<file path="src/rtl/mips16_muldiv_pkg.sv">
// Shared constants and types for the mips16 multiply/divide unit.
// Divider datapath is compiled in only when MIPS16_MULDIV_DIV_EN is defined.
package mips16_muldiv_pkg;

    localparam int WIDTH = 16;

    localparam logic [1:0] OP_MULTU = 2'd0;
    localparam logic [1:0] OP_MULT  = 2'd1;
    localparam logic [1:0] OP_DIVU  = 2'd2;
    localparam logic [1:0] OP_DIV   = 2'd3;

    typedef enum logic [1:0] {
        ST_IDLE = 2'd0,
        ST_RUN  = 2'd1,
        ST_DONE = 2'd2
    } state_t;

endpackage

</file>
<file path="src/rtl/mips16_div_step.sv">
// One restoring-divide iteration: shift in the next dividend bit,
// trial-subtract the divisor, keep the difference if it did not borrow.
module mips16_div_step #(
    parameter int WIDTH = 16
) (
    input  logic [WIDTH-1:0] rem_i,
    input  logic             bit_i,
    input  logic [WIDTH-1:0] div_i,
    output logic [WIDTH-1:0] rem_o,
    output logic             q_o
);

    logic [WIDTH:0] diff;

    always_comb begin
        diff  = {rem_i, bit_i} - {1'b0, div_i};
        q_o   = ~diff[WIDTH];
        rem_o = q_o ? diff[WIDTH-1:0] : {rem_i[WIDTH-2:0], bit_i};
    end

endmodule

</file>
<file path="src/rtl/mips16_muldiv.sv">
// Iterative 16-bit MULT/MULTU/DIV/DIVU unit with HI/LO registers.
// Define MIPS16_MULDIV_DIV_EN to build the divider; otherwise divides flag div_zero.
module mips16_muldiv #(
    parameter int WIDTH = 16
) (
    input  logic             clock,
    input  logic             reset,
    input  logic             start,
    input  logic [1:0]       op,
    input  logic [WIDTH-1:0] a,
    input  logic [WIDTH-1:0] b,
    input  logic             hi_lo_sl,
    output logic [WIDTH-1:0] out,
    output logic             instr_stall_sl,
    output logic             ready,
    output logic             div_zero
);

    import mips16_muldiv_pkg::*;

    localparam int CNT_W = $clog2(WIDTH);
    localparam logic [CNT_W-1:0] LAST = CNT_W'(WIDTH - 1);

    state_t             state_q, state_d;
    logic [CNT_W-1:0]   cnt_q, cnt_d;
    logic               is_div_q, is_div_d;
    logic               sa_q, sa_d;
    logic               sb_q, sb_d;
    logic [WIDTH-1:0]   opnd_q, opnd_d;
    logic [2*WIDTH-1:0] acc_q, acc_d;
    logic [WIDTH-1:0]   hi_q, hi_d;
    logic [WIDTH-1:0]   lo_q, lo_d;
    logic               div_zero_q, div_zero_d;

    logic               op_div, op_sgn;
    logic [WIDTH-1:0]   a_mag, b_mag;
    logic [WIDTH:0]     mul_sum;
    logic [2*WIDTH-1:0] mul_next;
    logic [2*WIDTH-1:0] prod_fix;

`ifdef MIPS16_MULDIV_DIV_EN
    logic               dz_q, dz_d;
    logic [WIDTH-1:0]   araw_q, araw_d;
    logic [WIDTH-1:0]   div_rem;
    logic               div_qbit;
    logic [2*WIDTH-1:0] div_next;
    logic [WIDTH-1:0]   quo_fix, rem_fix;

    // acc holds {partial remainder, dividend bits not yet consumed / quotient}
    mips16_div_step #(
        .WIDTH (WIDTH)
    ) u_div_step (
        .rem_i (acc_q[2*WIDTH-1:WIDTH]),
        .bit_i (acc_q[WIDTH-1]),
        .div_i (opnd_q),
        .rem_o (div_rem),
        .q_o   (div_qbit)
    );

    always_comb begin
        div_next = {div_rem, acc_q[WIDTH-2:0], div_qbit};
        quo_fix  = (sa_q ^ sb_q) ? -acc_q[WIDTH-1:0] : acc_q[WIDTH-1:0];
        rem_fix  = sa_q ? -acc_q[2*WIDTH-1:WIDTH] : acc_q[2*WIDTH-1:WIDTH];
    end
`endif

    always_comb begin
        op_div = 1'b0;
        op_sgn = 1'b0;
        unique case (op)
            OP_MULTU: ;
            OP_MULT:  op_sgn = 1'b1;
            OP_DIVU:  op_div = 1'b1;
            OP_DIV: begin
                op_div = 1'b1;
                op_sgn = 1'b1;
            end
            default: ;
        endcase
    end

    always_comb begin
        a_mag = (op_sgn && a[WIDTH-1]) ? -a : a;
        b_mag = (op_sgn && b[WIDTH-1]) ? -b : b;
    end

    // Shift-add: acc = {partial product, unconsumed multiplier bits}
    always_comb begin
        mul_sum  = {1'b0, acc_q[2*WIDTH-1:WIDTH]}
                 + {1'b0, (acc_q[0] ? opnd_q : {WIDTH{1'b0}})};
        mul_next = {mul_sum, acc_q[WIDTH-1:1]};
        prod_fix = (sa_q ^ sb_q) ? -acc_q : acc_q;
    end

    always_comb begin
        state_d        = state_q;
        cnt_d          = cnt_q;
        is_div_d       = is_div_q;
        sa_d           = sa_q;
        sb_d           = sb_q;
        opnd_d         = opnd_q;
        acc_d          = acc_q;
        hi_d           = hi_q;
        lo_d           = lo_q;
        div_zero_d     = div_zero_q;
`ifdef MIPS16_MULDIV_DIV_EN
        dz_d           = dz_q;
        araw_d         = araw_q;
`endif
        instr_stall_sl = 1'b0;
        ready          = 1'b0;

        unique case (state_q)
            ST_IDLE: begin
                if (start) begin
                    instr_stall_sl = 1'b1;
                    is_div_d       = op_div;
                    sa_d           = op_sgn & a[WIDTH-1];
                    sb_d           = op_sgn & b[WIDTH-1];
                    opnd_d         = op_div ? b_mag : a_mag;
                    acc_d          = {{WIDTH{1'b0}}, (op_div ? a_mag : b_mag)};
                    cnt_d          = '0;
                    div_zero_d     = 1'b0;
                    state_d        = ST_RUN;
`ifdef MIPS16_MULDIV_DIV_EN
                    dz_d           = (b == '0);
                    araw_d         = a;
`else
                    if (op_div) begin
                        state_d = ST_DONE;
                    end
`endif
                end
            end
            ST_RUN: begin
                instr_stall_sl = 1'b1;
`ifdef MIPS16_MULDIV_DIV_EN
                acc_d = is_div_q ? div_next : mul_next;
`else
                acc_d = mul_next;
`endif
                cnt_d = cnt_q + CNT_W'(1);
                if (cnt_q == LAST) begin
                    state_d = ST_DONE;
                end
            end
            ST_DONE: begin
                ready   = 1'b1;
                state_d = ST_IDLE;
                if (!is_div_q) begin
                    {hi_d, lo_d} = prod_fix;
                end else begin
`ifdef MIPS16_MULDIV_DIV_EN
                    if (dz_q) begin
                        hi_d       = araw_q;
                        lo_d       = '1;
                        div_zero_d = 1'b1;
                    end else begin
                        hi_d = rem_fix;
                        lo_d = quo_fix;
                    end
`else
                    div_zero_d = 1'b1;
`endif
                end
            end
            default: state_d = ST_IDLE;
        endcase
    end

    always_ff @(posedge clock) begin
        if (reset) begin
            state_q    <= ST_IDLE;
            cnt_q      <= '0;
            is_div_q   <= 1'b0;
            sa_q       <= 1'b0;
            sb_q       <= 1'b0;
            opnd_q     <= '0;
            acc_q      <= '0;
            hi_q       <= '0;
            lo_q       <= '0;
            div_zero_q <= 1'b0;
`ifdef MIPS16_MULDIV_DIV_EN
            dz_q       <= 1'b0;
            araw_q     <= '0;
`endif
        end else begin
            state_q    <= state_d;
            cnt_q      <= cnt_d;
            is_div_q   <= is_div_d;
            sa_q       <= sa_d;
            sb_q       <= sb_d;
            opnd_q     <= opnd_d;
            acc_q      <= acc_d;
            hi_q       <= hi_d;
            lo_q       <= lo_d;
            div_zero_q <= div_zero_d;
`ifdef MIPS16_MULDIV_DIV_EN
            dz_q       <= dz_d;
            araw_q     <= araw_d;
`endif
        end
    end

    assign out      = hi_lo_sl ? hi_q : lo_q;
    assign div_zero = div_zero_q;

endmodule

</file>
<file path="config.mk">
export PLATFORM = sky130hd
export DESIGN_NAME = mips16_muldiv
export DESIGN_NICKNAME = d
export VERILOG_FILES = /design/src/rtl/mips16_muldiv_pkg.sv /design/src/rtl/mips16_div_step.sv /design/src/rtl/mips16_muldiv.sv
export SDC_FILE = /design/constraint.sdc
export NUM_CORES = 1
export LEC_CHECK = 0
export ABC_AREA = 1
export BUFFER_PORTS_ARGS = -buffer_cell sky130_fd_sc_hd__buf_4
export CAP_MARGIN = 10
export CORE_MARGIN = 10
export CORE_UTILIZATION = 56
export DETAILED_ROUTE_END_ITERATION = 10
export GPL_ROUTABILITY_DRIVEN = 1
export PLACE_DENSITY = 0.86
export SETUP_SLACK_MARGIN = 0.2
export SLEW_MARGIN = 10
export SYNTH_ARGS = -nofsm -noshare
export SYNTH_HDL_FRONTEND = slang
export SYNTH_HIERARCHICAL = 1
export SYNTH_SLANG_ARGS = --single-unit
</file>
<file path="constraint.sdc">
create_clock -name clock -period 2.6 [get_ports clock]
set_clock_uncertainty 0.1 [all_clocks]
set_input_delay 0.13 -clock clock [delete_from_list [all_inputs] [get_ports clock]]
set_output_delay 0.13 -clock clock [all_outputs]
set_load 0.02 [all_outputs]
</file>
==> results.tsv, run 1 <==
metric	value	unit
yosys warns	6	
Area Overhead vs Synth	11.69	%
Final Hold Fails	1	
crit-path cells	ha_1 -> inv_1 -> fa_1 -> o21ai_0 -> nand3_1 -> nand3_1 -> nand2_1 -> nand2_1 -> nand2_1 -> a21oi_1	
DRC	0	
RSZ-0062 raised after global routing	no	
failing checks	hold timing	
Worst VDD drop	0.4978	mV
pre-CTS setup slack	0.5268	ns
Crit Path Category	register to register	
final wirelength	18910	µm
clk root buf	clkbuf_16	
synth unique cells	42	
ys async rst share	0	
H-tree depth	3	
cell mode on critical path	nand2_1	
antenna violations before repair	0	
setup TNS	0	ns
CTS Buffer Depth	2	
Setup crit start kind	register	
Crit path required time	2.78	ns
Pleak	4.061	nW
max_cap viols	0	
Internal Power	0.002667	W
share of layout cells above drive strength 1	0.08671	
Post-Synthesis Cells	1166	
die area	16900	µm²
post-route insts no fill	1358	
largest net degree at the start of global routing	55	
Die X	130.0	µm
mux cell area share after synthesis	0.003323	
Fmax	0.4749	GHz
final core utilization	0.6355	
Critical Path Sink Type	register	
commonest cells after routing, fill and taps aside	nand2_1 (403), inv_1 (169), nor2_1 (121)	
final setup fails	0	
busiest grt layer	met2	
DIE HEIGHT	130.0	µm
ANT nets after route	0	
Netlist Area Pre-Place	6778	µm²
largest family of logic cells by synthesized area	simple AND/OR/NAND/NOR gates	
dpl hpwl	14520	µm
hold crit path type	input port to register	
met2 Resource Use GR	0.3653	
Post-synth EDFFs	0	
vias per cell	5.418	
# IOs	57	
first-pass GRT wire length	30840	µm
placed cell areas	7282	µm²
CP max FO	6	
routed length per placed instance	13.92	µm
Compound-Gate Fraction of Synth Area	0.1399	
Clock power frac	0.286	
Pre-antenna DRT Iters	6	
Net Sw Frac	0.3808	
Starting Density	0.5690	
n_diodes	0	
DRT iter0 DRCs	713	
Yosys top cell by area	dfxtp_1	
Core Region	11910	µm²
post-synthesis adder-cell area fraction	0.03987	
final worst slack	0.4942	ns
via count	7358	
sequential share of the synthesized area	0.2658	
post-synth top area share	0.2658	
Seq pwr share	0.378	
GPL Wtd Cong	0.9510	
IO buf count	56	
CTS tree	done	
Max Slew Vio Count	0	
Num CTS Buffers	9	
syn_nets	1225	
Synth Register Bits	90	
ys flop type	dfxtp_1	
Clock Sink Count	90	
Hold WS	-0.0006810	ns
post_cts resized	0	
Psw	0.001640	W
register area	1802	µm²
worst-margin pin slew	0.9073	ns
multi-input logic area	4139	µm²
gr usage total	0.2229	
total gr overflow	0	
normalized max-slew margin	0.3942	
commonest non-fill, non-tap cell in the layout	nand2_1	
simple-gate portion of the synthesized area	0.3956	
met1 Resource Use GR	0.2887	
status	finished with violations	
Mapped Avg Cell Area	5.813	µm²
largest cells by area after synthesis	dfxtp_1 (27%), nand2_1 (22%), inv_1 (9.4%)	
Comb power frac	0.337	
Data arrival, critical path	2.28	ns
design area	7570	µm²
Final nets	1265	
xor and xnor area share after synthesis	0.03101	
Site Rows	40	
Largest stage delay, worst path	0.44	ns
vias in the first global route	6591	
clock latency on the worst-skew pair	0.35	ns
Cell Pwr Density	568.9	nW/µm²
clock period minus worst slack	2.106	ns
Tcrit/Tclk final	0.8099	
met3 Resource Use GR	0.03935	
Worst-path clk slew	0.06	ns
Fillers	1121	
Crit-path slowest cell	dfxtp_1	
Cells after DPL	1341	
## metrics by stage
step | hold slack (ns) | total power (W)
2_1_floorplan | 0.1868 | 0.002673
5_1_grt | 0.003347 | 0.004576
6_report | -0.0006810 | 0.004307
4_1_cts | 0.0001028 | 0.004305
3_5_place_dp | 0.3312 | 0.003079
3_3_place_gp | 0.3202 | 0.003050
## repair_timing
item / 4_1_cts / 5_1_grt
hold buffers: 1 / 0
setup buffers: 0 / 0
hold endpoints to repair: 1 / 0
## worst max-delay path: cells and delay by family (launching register included)
kind	cells	cell delay (ns)
DFF	1	0.44
and+or+nand+nor	5	0.40
AOI/OAI and AO/OA	2	0.41
buffers and inverters	1	0.08
adders and majority gates	2	0.61
## layout make-up
type,count,area share
multi-input combinational,861,0.5468
sequential,90,0.2380
inverter,178,0.08843
timing repair buffer,66,0.06579
clock buffer,10,0.03025
tap,147,0.02430
clock inverter,6,0.006446
## metal layers
layer / vias to the layer above / wire length [µm]
li1: 3752 / -
met4: 0 / 531
met1: 3246 / 8282
met2: 314 / 8601
met5: - / 0
met3: 46 / 1492
## registers in the layout (all words and copies together) (netlist names)
signal    flops
opnd_q       16
is_div_q      1
sb_q          1
cnt_q         4
state_q       2
sa_q          1
acc_q        32
div_zero      1
lo_q         16
hi_q         16
## cells by family (layout without fill, tap and decap cells)
logic type               Yosys count  count (layout)
AO/OA/AOI/OAI                    166             166
AND/OR/NAND/NOR                  648             648
multiplexers                       2               2
buffers and inverters            215             260
flip-flops                        90              90
XOR/XNOR                          24              24
adder cells (fa/ha/maj)           21              21
## path summary, 6_finish.rpt
| check | cells past startpoint | slack (ns) | end | from |
|---|---|---|---|---|
| hold / removal | 3 | -0.0007 | opnd_q[0] | b[0] |
| hold reg to reg | 1 | 0.35 | state_q[1] | state_q[1] |
| setup reg to reg | 10 | 0.49 | acc_q[31] | acc_q[16] |
| setup / recovery | 10 | 0.49 | acc_q[31] | acc_q[16] |
## synthesized netlist by cell type, drive strengths merged (8+ instances only)
master and instances:
a21oi 69, a22oi 13, buf 22, clkbuf 15, dfxtp 90, ha 20, inv 177, nand2 405
nand3 85, nand3b 8, nand4 13, nor2 127, o21a 8, o21ai 50, o21bai 9, xnor2 8
xor2 16
## power groups by stage
stage,Clock (W),Sequential (W),Combinational (W)
finish,0.00123,0.00163,0.00145
CTS,0.00125,0.00162,0.00144
global placement,0,0.00165,0.00140
floorplan,0,0.00161,0.00106
detailed placement,0,0.00165,0.00143
global route,0.00130,0.00164,0.00164
(Power assumes the default switching activity.)
==> inputs of run 2 (changes only) <==
ABC_AREA = 0   (was 1)
CORE_UTILIZATION = 54   (was 56)
PLACE_DENSITY = 0.88   (was 0.86)
clock period = 1.85 ns   (was 2.6 ns; I/O delays follow)
==> run 2 against run 1 <==
- the flow finishes with violations (hold timing, setup timing)
- synthesized cell count shrank 38%
- clock-buffer cell count unchanged
- cell count shrank 21%
- setup slack got worse by 1.1 ns
- global-route usage up 0.35 points
- sequential power rose by 31%
- utilization grew 18 points
- final area rose by 16%
- hold slack got worse by 0.0045 ns
- flip-flop and latch count stayed put
- largest power group unchanged
==> results.tsv, run 2 <==
metric	value	unit	change
Area Overhead vs Synth	48.43	%	
Tcrit/Tclk final	1.346		+0.5365
dpl hpwl	14020	µm	-3.4%
share of layout cells above drive strength 1	0.4088		+0.3221
routed length per placed instance	19.30	µm	+39%
Worst-path clk slew	0.09	ns	+0.03 ns
Post-Synthesis Cells	721		-38%
Worst VDD drop	0.4228	mV	-15%
Clock power frac	0.279		-0.007
die area	15530	µm²	-8.1%
ANT nets after route	0		unchanged
largest net degree at the start of global routing	40		-27%
Mapped Avg Cell Area	8.198	µm²	+41%
Critical Path Sink Type	register		
hold crit path type	input port to register		
vias in the first global route	6262		-5.0%
Num CTS Buffers	9		unchanged
vias per cell	6.057		+12%
commonest cells after routing, fill and taps aside	buf_4 (195), nor2_1 (84), dfxtp_1 (80)		
Netlist Area Pre-Place	5911	µm²	-13%
setup TNS	-10.31	ns	-10.31 ns
commonest non-fill, non-tap cell in the layout	buf_4		
# IOs	57		unchanged
post-synth top area share	0.3048		+0.03900
DRT iter0 DRCs	669		-6.2%
Comb power frac	0.333		-0.004
Final nets	981		-22%
DIE HEIGHT	124.6	µm	-4.1%
CP max FO	7		+1
Internal Power	0.003686	W	+38%
max_cap viols	0		unchanged
total gr overflow	0		unchanged
Crit path required time	2.05	ns	-0.73 ns
Site Rows	38		-5.0%
Starting Density	0.5476		-0.02137
yosys warns	6		unchanged
Core Region	10790	µm²	-9.4%
RSZ-0062 raised after global routing	yes		
CTS tree	done		
Final Hold Fails	1		unchanged
failing checks	hold timing, setup timing		
busiest grt layer	met2		
Setup crit start kind	register		
Crit Path Category	register to register		
Psw	0.001816	W	+11%
Hold WS	-0.005190	ns	-0.004509 ns
Die X	124.6	µm	-4.1%
pre-CTS setup slack	-0.5488	ns	-1.076 ns
design area	8773	µm²	+16%
Fmax	0.4015	GHz	-15%
Synth Register Bits	90		unchanged
n_diodes	0		unchanged
met2 Resource Use GR	0.3843		+0.01903
met3 Resource Use GR	0.03489		-0.004457
largest cells by area after synthesis	dfxtp_1 (30%), xnor2_1 (6.2%), nor2_1 (5.8%)		
Post-synth EDFFs	0		unchanged
ys flop type	dfxtp_1		
final setup fails	40		+40
antenna violations before repair	0		unchanged
Pleak	3.457	nW	-15%
clk root buf	clkbuf_8		
syn_nets	780		-36%
Seq pwr share	0.388		+0.010
placed cell areas	7580	µm²	+4.1%
sequential share of the synthesized area	0.3048		+0.03900
Data arrival, critical path	2.69	ns	+0.41 ns
Synth top cells by count	nor2_1 (91), dfxtp_1 (90), nand2_1 (56), a21oi_1 (52), xnor2_1 (42)		
Biggest register	acc_q		
IO buf count	56		unchanged
Net Sw Frac	0.3300		-0.05079
worst-margin pin slew	0.4992	ns	-0.4081 ns
first-pass GRT wire length	30150	µm	-2.2%
gr usage total	0.2264		+0.003537
H-tree depth	3		unchanged
synth unique cells	64		+52%
most frequent cell after synthesis	nor2_1		
ys async rst share	0		unchanged
clock period minus worst slack	2.491	ns	+0.3850 ns
status	finished with violations		
via count	6463		-12%
multi-input logic area	4553	µm²	+10%
Fillers	683		-39%
Clock Sink Count	90		unchanged
Max Slew Vio Count	0		unchanged
DRC	0		unchanged
Yosys top cell by area	dfxtp_1		
final worst slack	-0.6408	ns	-1.135 ns
clock latency on the worst-skew pair	0.40	ns	+0.05 ns
met1 Resource Use GR	0.2703		-0.01838
register area	1824	µm²	+1.2%
final wirelength	20600	µm	+8.9%
normalized max-slew margin	0.6628		+0.2686
CTS Buffer Depth	2		unchanged
max FFs per register	32		unchanged
Cell Pwr Density	627.1	nW/µm²	+10%
Pre-antenna DRT Iters	8		+2
GPL Wtd Cong	1.046		+10%
-- run 2: changes by cell type after synthesis, moves of 15 or more --
| cell | previous run | this run |
|---|---|---|
| nand2_1 | 403 | 56 |
| inv_1 | 169 | 15 |
| nand3_1 | 84 | 19 |
| xnor2_1 | 8 | 42 |
| a211oi_1 | 1 | 32 |
| nor2_1 | 121 | 91 |
| o21ai_0 | 49 | 24 |
| clkbuf_1 | 14 | 33 |
| a21oi_1 | 69 | 52 |
| buf_2 | 17 | 1 |
| and2_1 | 3 | 18 |
| mux2_2 | 2 | 17 |
-- run 2: logic make-up (layout without fill, tap and decap cells) --
family / count (synthesis) / in the layout / synth area share
flops: 90 / 90 / 0.3048
compound gates: 199 / 199 / 0.2358
fa+ha+maj: 21 / 21 / 0.04572
xor+xnor: 65 / 65 / 0.09632
buf+inv: 58 / 263 / 0.04403
mux: 31 / 31 / 0.05610
simple gates: 257 / 258 / 0.2172
-- run 2: stage by stage --
stage	std cells	utilization	hold WS, ns	total power [W]
after detailed placement	1006	0.7023	0.3308	0.003565
after global routing	1067	0.8129	0.02841	0.005663
after CTS	1045	0.7532	0.008805	0.005162
final	1067	0.8129	-0.005190	0.005502
after floorplan	721	-	0.1753	0.003011
after global placement	1006	0.7023	0.3250	0.003512
-- run 2: path summary, 6_finish.rpt --
check	start	to	slack (ns)	cells after the start
setup / recovery	acc_q[0]	acc_q[31]	-0.64	9
hold / removal	a[10]	acc_q[10]	-0.005	3
setup reg to reg	acc_q[0]	acc_q[31]	-0.64	9
hold reg to reg	opnd_q[6]	opnd_q[6]	0.35	2
-- run 2: timing repair --
action                                  in CTS  in global routing
cloned                                       1                  2
hold buffers                                10                  0
pin swaps                                   37                 49
endpoints found under the setup margin      62                 60
resized for setup                           33                 84
buffers inserted                            12                 20
hold endpoints to repair                    10                  0
-- run 2: layout make-up --
cell class / count / share of cell area
clock buffer: 10 / 0.01455
clock inverter: 6 / 0.01041
inverter: 15 / 0.008129
multi-input combinational: 574 / 0.5190
sequential: 90 / 0.2079
tap: 140 / 0.01997
timing repair buffer: 232 / 0.2201
-- run 2: power by group through the flow --
stage | Combinational (W) | Sequential [W] | Clock (W)
3_5_place_dp | 0.00139 | 0.00218 | 0
6_report | 0.00183 | 0.00213 | 0.00154
4_1_cts | 0.00152 | 0.00213 | 0.00151
2_1_floorplan | 0.000843 | 0.00217 | 0
3_3_place_gp | 0.00134 | 0.00217 | 0
5_1_grt | 0.00193 | 0.00214 | 0.00159
-- run 2: worst max-delay path, stage by stage, from the launching register on --
cell      delay (ns)
dfxtp_4         0.38
and2_4          0.15
ha_4            0.12
inv_2           0.04
fa_2            0.38
nor2b_2         0.17
o211ai_1        0.23
a211o_1         0.35
a211o_1         0.28
a311oi_1        0.21
-- run 2: metal layers --
metal | wire length [µm] | vias up
met1 | 8324 | 3060
met5 | 0 | -
li1 | - | 3031
met3 | 1262 | 80
met4 | 942 | 0
met2 | 10070 | 292
==> inputs of run 3 (changes only) <==
ABC_AREA = default   (was 0)
CORE_MARGIN = 2   (was 10)
==> run 3 against run 2 <==
- the run ends with setup timing left
- first-iteration DRC count increased by 22%
- highest routed layer unchanged
- combinational power increased by 11%
- final area increased by 3.7%
==> results.tsv, run 3 (synthesis gave the netlist of run 2 again) <==
metric	value	unit	change
met3 Resource Use GR	0.04304		+0.008143
vias per cell	6.445		+6.4%
final wirelength	23540	µm	+14%
met2 Resource Use GR	0.6094		+0.2251
DRT iter0 DRCs	813		+22%
die area	11800	µm²	-24%
commonest non-fill, non-tap cell in the layout	buf_4		
gr usage total	0.3369		+0.1104
Final nets	989		+0.82%
commonest cells after routing, fill and taps aside	buf_4 (191), nor2_1 (83), dfxtp_1 (76)		
final setup fails	38		-5.0%
Area Overhead vs Synth	53.94	%	
Worst-path clk slew	0.10	ns	about the same
DRC	0		unchanged
total power	0.005735	W	+4.2%
Data arrival, critical path	2.75	ns	+0.06 ns
worst-margin pin slew	0.5682	ns	+0.06894 ns
Crit Path Category	register to register		
Cell Pwr Density	630.3	nW/µm²	+0.51%
Crit path required time	2.03	ns	-0.02 ns
RSZ-0062 raised after global routing	yes		
CTS tree	done		
CP max FO	11		+4
failing checks	setup timing		
Worst VDD drop	0.6748	mV	+60%
final worst slack	-0.7245	ns	-0.08371 ns
largest net degree at the start of global routing	41		+2.5%
H-tree depth	3		unchanged
max FFs per register	32		unchanged
routed length per placed instance	21.90	µm	+13%
busiest grt layer	met2		
Num CTS Buffers	9		unchanged
Fmax	0.3884	GHz	-3.3%
Fillers	523		-23%
ANT nets after route	0		unchanged
max_cap viols	0		unchanged
clk root buf	clkbuf_8		
Setup crit start kind	register		
dpl hpwl	13620	µm	-2.8%
Pre-antenna DRT Iters	5		-3
normalized max-slew margin	0.6163		-0.04656
Cells after DPL	1003		-0.30%
DIE HEIGHT	108.6	µm	-13%
CTS Buffer Depth	2		unchanged
# IOs	57		unchanged
Core Region	10750	µm²	-0.44%
Tcrit/Tclk final	1.392		+0.04525
IO buf count	56		unchanged
met1 Resource Use GR	0.3833		+0.1130
vias in the first global route	6442		+2.9%
antenna violations before repair	0		unchanged
Critical Path Sink Type	register		
hold crit path type	input port to register		
n_diodes	0		unchanged
Max Slew Vio Count	0		unchanged
status	finished with violations		
clock period minus worst slack	2.575	ns	+0.08371 ns
GPL Wtd Cong	0.9970		-4.7%
placed cell areas	7557	µm²	-0.30%
total gr overflow	0		unchanged
first-pass GRT wire length	31080	µm	+3.1%
Final Hold Fails	0		-1
post-route insts no fill	1075		+0.75%
clock latency on the worst-skew pair	0.38	ns	-0.02 ns
design area	9099	µm²	+3.7%
share of layout cells above drive strength 1	0.4503		+0.04142
Die X	108.6	µm	-13%
Starting Density	0.5501		+0.002423
Pleak	3.626	nW	+4.9%
Site Rows	38		unchanged
via count	6928		+7.2%
Clock Sink Count	90		unchanged
Hold WS	0.005722	ns	+0.01091 ns
Biggest register	acc_q		
run 3: cell types whose count changed in the layout (fill, tap and decap cells not counted), sizes merged:
cell / change
buf: +9
dlygate4sd3: -2
inv: +1
clkinvlp: -1
clkbuf: +1
run 3: per-layer routing:
metal / up-vias / wire length (µm) / share of wire
li1: 3055 / - / -
met1: 3320 / 8626 / 0.37
met2: 431 / 11960 / 0.51
met3: 122 / 1626 / 0.069
met4: 0 / 1325 / 0.056
met5: - / 0 / 0
run 3: worst paths after layout:
path         startpoint    endpoint  slack [ns]  cells past startpoint
min reg2reg   opnd_q[6]   opnd_q[6]        0.35                      2
max reg2reg    acc_q[0]   acc_q[27]       -0.72                     10
min               start  state_q[1]       0.006                      4
max            acc_q[0]   acc_q[27]       -0.72                     10
run 3: area by class of cell:
type / instances / area, µm² / share of cell area
Clock buffer: 10 / 137.6 / 0.01513
Clock inverter: 6 / 88.84 / 0.009763
Inverter: 15 / 71.32 / 0.007838
Multi-Input combinational cell: 574 / 4740 / 0.5209
Sequential cell: 90 / 1824 / 0.2005
Tap cell: 140 / 175.2 / 0.01925
Timing Repair Buffer: 240 / 2062 / 0.2266
run 3: critical path, stage by stage (launching register included):
cell      delay, ns
dfxtp_4        0.38
buf_4          0.17
and2_1         0.16
ha_4           0.24
a21oi_1        0.26
o21ai_0        0.23
buf_4          0.19
a21boi_0       0.30
a21oi_2        0.12
xor2_1         0.15
a22o_1         0.17
run 3: report_power, final:
group	total, W	switching (W)	leakage, nW	internal [W]
clock network	0.00157	0.000766	0.109	0.000800
registers	0.00214	0.0000915	0.740	0.00205
logic	0.00203	0.00106	2.78	0.000968
total	0.00573	0.00192	3.63	0.00382
run 3: timing repair:
item                                    CTS  global route
resized for setup                        61           110
endpoints found under the setup margin   55            61
hold buffers                              8             0
cloned                                    1             3
buffers inserted                         20            24
pin swaps                                52            87
endpoints found under the hold margin     9             0
run 3: metrics by stage:
stage | setup TNS (ns) | worst slack [ns] | utilization
finish | -12.55 | -0.7245 | 0.8468
global route | -14.04 | -0.7561 | 0.8468
CTS | -7.259 | -0.5327 | 0.7724
detailed placement | -7.959 | -0.5630 | 0.7033
floorplan | -5.056 | -0.6194 | -
global placement | -5.664 | -0.4819 | 0.7033
